<file path="src/rtl/bias_pkg.sv">
// Shared constants, channel index type and the shift/ReLU/saturate helper
// used by the bias-add stage and other layer blocks.
package bias_pkg;

    localparam int DEF_DATA_W = 32;
    localparam int DEF_OUT_W  = 16;
    localparam int DEF_NUM_CH = 16;
    localparam int DEF_SHIFT  = 8;

    typedef logic [$clog2(DEF_NUM_CH)-1:0] ch_idx_t;

    // Works on a 64-bit sign-extended value; callers truncate to out_w bits.
    function automatic logic signed [63:0] shift_sat(
        input logic signed [63:0] val,
        input int unsigned        shift,
        input logic               relu,
        input int unsigned        out_w
    );
        logic signed [63:0] s;
        logic signed [63:0] hi;
        logic signed [63:0] lo;
        s  = val >>> shift;
        hi = (64'sd1 <<< (out_w - 1)) - 64'sd1;
        lo = -(64'sd1 <<< (out_w - 1));
        if (relu && (s < 64'sd0)) begin
            s = 64'sd0;
        end
        if (s > hi) begin
            s = hi;
        end else if (s < lo) begin
            s = lo;
        end
        return s;
    endfunction

endpackage

</file>
<file path="src/rtl/bias_regfile.sv">
// Per-channel bias storage: one synchronous write port, one combinational
// read port. A same-cycle write is not visible on the read port until next cycle.
module bias_regfile
    import bias_pkg::*;
#(
    parameter int DATA_W = DEF_DATA_W,
    parameter int NUM_CH = DEF_NUM_CH,
    parameter int AW     = $clog2(DEF_NUM_CH)
) (
    input  logic              clk,
    input  logic              rst_n,
    input  logic              we_i,
    input  logic [AW-1:0]     waddr_i,
    input  logic [DATA_W-1:0] wdata_i,
    input  logic [AW-1:0]     raddr_i,
    output logic [DATA_W-1:0] rdata_o
);

    logic [DATA_W-1:0] mem_q [NUM_CH];

    always_ff @(posedge clk) begin
        if (!rst_n) begin
            for (int i = 0; i < NUM_CH; i++) begin
                mem_q[i] <= '0;
            end
        end else if (we_i && (int'(waddr_i) < NUM_CH)) begin
            mem_q[waddr_i] <= wdata_i;
        end
    end

    always_comb begin
        rdata_o = '0;
        if (int'(raddr_i) < NUM_CH) begin
            rdata_o = mem_q[raddr_i];
        end
    end

endmodule

</file>
<file path="src/rtl/bias_add_unit.sv">
// Adds a per-channel bias to each accumulator beat, shifts, optionally ReLUs
// and saturates; one-cycle registered output with valid/ready backpressure.
module bias_add_unit
    import bias_pkg::*;
#(
    parameter int DATA_W = DEF_DATA_W,
    parameter int OUT_W  = DEF_OUT_W,
    parameter int NUM_CH = DEF_NUM_CH,
    parameter int SHIFT  = DEF_SHIFT
) (
    input  logic                      clk,
    input  logic                      rst_n,
    input  logic                      relu_en,
    input  logic                      cfg_we,
    input  logic [$clog2(NUM_CH)-1:0] cfg_addr,
    input  logic [DATA_W-1:0]         cfg_data,
    input  logic                      in_valid,
    output logic                      in_ready,
    input  logic [DATA_W-1:0]         in_data,
    input  logic                      in_last,
    output logic                      out_valid,
    input  logic                      out_ready,
    output logic [OUT_W-1:0]          out_data,
    output logic [$clog2(NUM_CH)-1:0] out_ch,
    output logic                      out_last,
    output logic                      err_len
);

    localparam int CH_W = $clog2(NUM_CH);

    // Handshake: a beat moves on a cycle where valid and ready are both high;
    // in_ready depends only on the output register and out_ready, never on in_valid.

    logic [CH_W-1:0]   ch_cnt_q, ch_cnt_d;
    logic              err_q, err_d;
    logic              out_valid_q, out_valid_d;
    logic [OUT_W-1:0]  out_data_q, out_data_d;
    logic [CH_W-1:0]   out_ch_q, out_ch_d;
    logic              out_last_q, out_last_d;

    logic              accept;
    logic              last_ch;
    logic [DATA_W-1:0] bias_rd;
    logic signed [DATA_W:0] sum;
    logic signed [63:0]     sum_ext;
    logic [OUT_W-1:0]  result;

    bias_regfile #(
        .DATA_W (DATA_W),
        .NUM_CH (NUM_CH),
        .AW     (CH_W)
    ) u_regfile (
        .clk     (clk),
        .rst_n   (rst_n),
        .we_i    (cfg_we),
        .waddr_i (cfg_addr),
        .wdata_i (cfg_data),
        .raddr_i (ch_cnt_q),
        .rdata_o (bias_rd)
    );

    assign in_ready = rst_n && (!out_valid_q || out_ready);
    assign accept   = in_valid && in_ready;
    assign last_ch  = (ch_cnt_q == CH_W'(NUM_CH - 1));

    always_comb begin
        sum     = {in_data[DATA_W-1], in_data} + {bias_rd[DATA_W-1], bias_rd};
        sum_ext = {{(63 - DATA_W){sum[DATA_W]}}, sum};
        result  = OUT_W'(shift_sat(sum_ext, SHIFT, relu_en, OUT_W));
    end

    always_comb begin
        ch_cnt_d    = ch_cnt_q;
        err_d       = err_q;
        out_valid_d = out_valid_q;
        out_data_d  = out_data_q;
        out_ch_d    = out_ch_q;
        out_last_d  = out_last_q;
        if (accept) begin
            ch_cnt_d    = (in_last || last_ch) ? '0 : ch_cnt_q + 1'b1;
            // Length error: last flag disagrees with the channel position.
            err_d       = err_q | (in_last != last_ch);
            out_valid_d = 1'b1;
            out_data_d  = result;
            out_ch_d    = ch_cnt_q;
            out_last_d  = in_last;
        end else if (out_ready) begin
            out_valid_d = 1'b0;
        end
    end

    always_ff @(posedge clk) begin
        if (!rst_n) begin
            ch_cnt_q    <= '0;
            err_q       <= 1'b0;
            out_valid_q <= 1'b0;
            out_data_q  <= '0;
            out_ch_q    <= '0;
            out_last_q  <= 1'b0;
        end else begin
            ch_cnt_q    <= ch_cnt_d;
            err_q       <= err_d;
            out_valid_q <= out_valid_d;
            out_data_q  <= out_data_d;
            out_ch_q    <= out_ch_d;
            out_last_q  <= out_last_d;
        end
    end

    assign out_valid = out_valid_q;
    assign out_data  = out_data_q;
    assign out_ch    = out_ch_q;
    assign out_last  = out_last_q;
    assign err_len   = err_q;

endmodule

</file>
<file path="config.mk">
export PLATFORM = sky130hd
export DESIGN_NAME = bias_add_unit
export DESIGN_NICKNAME = d
export VERILOG_FILES = /design/src/rtl/bias_pkg.sv /design/src/rtl/bias_regfile.sv /design/src/rtl/bias_add_unit.sv
export SDC_FILE = /design/constraint.sdc
export NUM_CORES = 1
export LEC_CHECK = 0
export CORE_MARGIN = 5
export CORE_UTILIZATION = 64
export CTS_CLUSTER_DIAMETER = 150
export DETAILED_ROUTE_END_ITERATION = 12
export DONT_BUFFER_PORTS = 1
export HOLD_SLACK_MARGIN = 0.05
export PLACE_DENSITY_LB_ADDON = 0.08
export SLEW_MARGIN = 0
export SYNTH_ARGS = -nofsm -noshare
export SYNTH_HDL_FRONTEND = slang
export SYNTH_SLANG_ARGS = --single-unit
</file>
<file path="constraint.sdc">
create_clock -name clk -period 15.4 [get_ports clk]
set_clock_uncertainty 0.1 [all_clocks]
set_input_delay 2.31 -clock clk [delete_from_list [all_inputs] [get_ports clk]]
set_output_delay 2.31 -clock clk [all_outputs]
set_load 0.005 [all_outputs]
</file>
==> results.ini <==
[power_and_ir_drop]
seqPwrFrac_pct=53.6
p_comb_share_pct=9.0
internal-power_uw=2480
p_leak_uw=0.00953
power.net_switching_uw=761
vdd_drop_max_uv=94.0
switching_share_pct=23.5
p_clk_share_pct=37.4
power_density_nw_per_um2=115

[sta]
setup_tns_ns=0
fin_crit_sh_pct=49.3
rsz0062_at_grt=no
final_hold_viol_count=0
finalCriticalPeriod_ns=7.59
maxSlewHeadroom_pct=18.2
setup_viol=0
tightest_slew_ns=1.21
slew_violations=0
fmax_mhz=132

[layout]
final_core_util_pct=70.6
nets=1836
fillers=2588
layout-drive-gt1-share_pct=17.5
layout.area.seq_sq_um=16000
area_growth_pct=8.42
multi_input_area_sq_um=9570
final_area_sq_um=28200

[drt]
antenna_left=0
drc_errors=0
vias=15301
viasPerCell=6.66
first_iter_violations=2068
routed_wl_mm=69.7
wl_per_cell_um=30.3
drt-pass1-iter-count=5

[synthesis]
syn_nets=1884
synth_area_sq_um=26000
syn_area_per_cell_sq_um=14.6
synth_cell_type_count=59
ys_ff_latch=543
async_flop_share_pct=0
yosysSeqAreaShare_pct=61.6
synth_ff_type=edfxtp_1
synth_edf_count=512
synthCells=1776
yosys_warnings=0

[cts]
cts_resized=0
htreeDepth=2
numCtsBuffers=55
clockBufferDepth=3
clk_pin_slew_ns=0.06
worstSkewPairLatency_ns=0.63
cts_sinks=543
post_cts.repair.setup_buffers=0
cts_tree=built
cts-root-buf=clkbuf_16
cts-hold-fix-buffers=0

[min_path]
min_to=out_ch[3]
hold_start=out_ch[3]
worstHoldPathCells=2
holdCritPathClass=reg2reg

[die]
dieArea_sq_um=44700
die_h_um=211
pin_count=99
die_x_um=211
design.core.area_sq_um=39900
rows=73
start_util_pct=65.1

[global_routing]
overflow=0
grt_pass1_wl_mm=102
grt_use_total_pct=31.7
grt_pass1_vias=15155
antenna_found_initial=2
grt_max_degree=48

[placement]
place_hpwl_mm=37.8
place_congestion=0.936
portBuffers=0
post_dp_cell_area_sq_um=26600

[critical_path]
r2r_cells=16
rrSetupSlack_ns=7.81
worstPathRequired_ns=15.72
critPathKind=reg2reg
cp-end-kind=register
cp_max_fo=45
start_kind=register
arrival_ns=7.91
r2r_end=out_data[6]

[status]
status=finished clean

[flow_run]
max_cap_viol_count=0

[synthesized netlist by cell type (5+ instances only)]
master,instances,area (sq um)
a21oi_1,49,245
dfxtp_1,31,621
xnor2_1,14,123
nand3_1,11,55.1
o21ai_0,37,185
buf_2,5,25.0
nor3_1,16,80.1
nor2_1,41,154
o21a_1,8,60.1
a31oi_1,5,31.3
mux4_2,155,3490
clkbuf_1,128,480
and3_1,5,31.3
nor2b_1,8,50.1
edfxtp_1,512,15400
a21o_1,9,67.6
nand4_1,14,87.6
mux2i_1,8,80.1
nand2b_1,18,113
o21bai_1,8,60.1
o22ai_1,15,93.8
buf_1,6,22.5
and2_1,520,3250
inv_1,8,30.0
ha_1,33,413
nand2_1,48,180
[worst max-delay path: stages, from the launching register on]
cell       delay (ns)
dfxtp_4          0.75
buf_4            0.74
buf_4            0.86
buf_4            0.49
mux4_2           0.56
mux4_2           0.54
ha_1             0.41
a21oi_1          0.20
o21ai_0          0.18
a21o_1           0.22
a221o_1          0.28
or4_1            0.39
o311ai_0         0.15
nand4bb_1        0.16
or4b_4           0.55
o32ai_4          0.53
o22ai_1          0.18
[worst max path at each step]
stage               startpoint                     to  slack, ns  cells past startpoint
floorplan                rst_n  u_regfile.mem_q[1][0]       9.40                      5
global placement      register            out_data[7]       7.77                     16
detailed placement    register            out_data[6]       7.68                     16
CTS                   register            out_data[6]       7.68                     16
global route          register            out_data[9]       7.13                     16
finish                register            out_data[6]       7.81                     16
[sequential cells by signal, summed over array words and instances (netlist names), named ones only]
register and cells:
u_regfile.mem_q 512, out_data 16, out_ch 4, out_valid 1
out_last 1, ch_cnt_q 4, err_len 1
[kinds of logic after synthesis]
family          after synthesis  share of synthesized area [%]
fa+ha+maj                    33                           1.59
buf+inv                     153                           2.36
mux                         163                           13.7
xor+xnor                     18                          0.607
flops                       543                           61.6
compound gates              163                           4.03
simple gates                703                           16.1
[final cells by class]
class,instances,area share (%)
sequential,543,56.8
clock inverter,31,0.635
clock buffer,70,5.09
multi-input combinational,1080,34.0
antenna,1,0.00888
inverter,9,0.120
tap,525,2.33
timing repair buffer,39,1.04
[through the flow]
stage	hold slack [ns]	power (uW)	worst slack, ns	instances
2_1_floorplan	0.352	1970	9.40	1776
4_1_cts	0.383	3250	7.68	2297
3_5_place_dp	0.376	2060	7.68	2196
6_report	0.380	3240	7.81	2298
5_1_grt	0.419	3340	7.13	2297
3_3_place_gp	0.367	2050	7.77	2196
[metal layers]
layer  wire length, um  part of all wire (%)  vias to the layer above  GRT usage, %
met5                21                 0.030                        -             0
met4              2520                   3.6                        4          11.2
met3              7490                    11                      142          7.25
met2             33400                    48                      875          50.8
met1             26300                    38                     7760          43.6
li1                  -                     -                     6520             -
[power groups by stage]
stage / Clock [uW] / Combinational, uW / Sequential (uW)
detailed placement: 0 / 290 / 1770
finish: 1210 / 293 / 1740
global route: 1280 / 314 / 1740
CTS: 1220 / 291 / 1740
floorplan: 0 / 214 / 1760
global placement: 0 / 287 / 1760
[cell usage in the layout (no fill, tap or decap), drive strengths merged, types with 31 or more instances in the layout]
master,netlist,routed
and2,520,520
edfxtp,512,512
mux4,155,155
clkbuf,128,70
a21oi,49,49
nand2,48,48
nor2,41,41
buf,16,39
o21ai,38,38
ha,33,33
dfxtp,31,31
(Power assumes the default switching activity.)
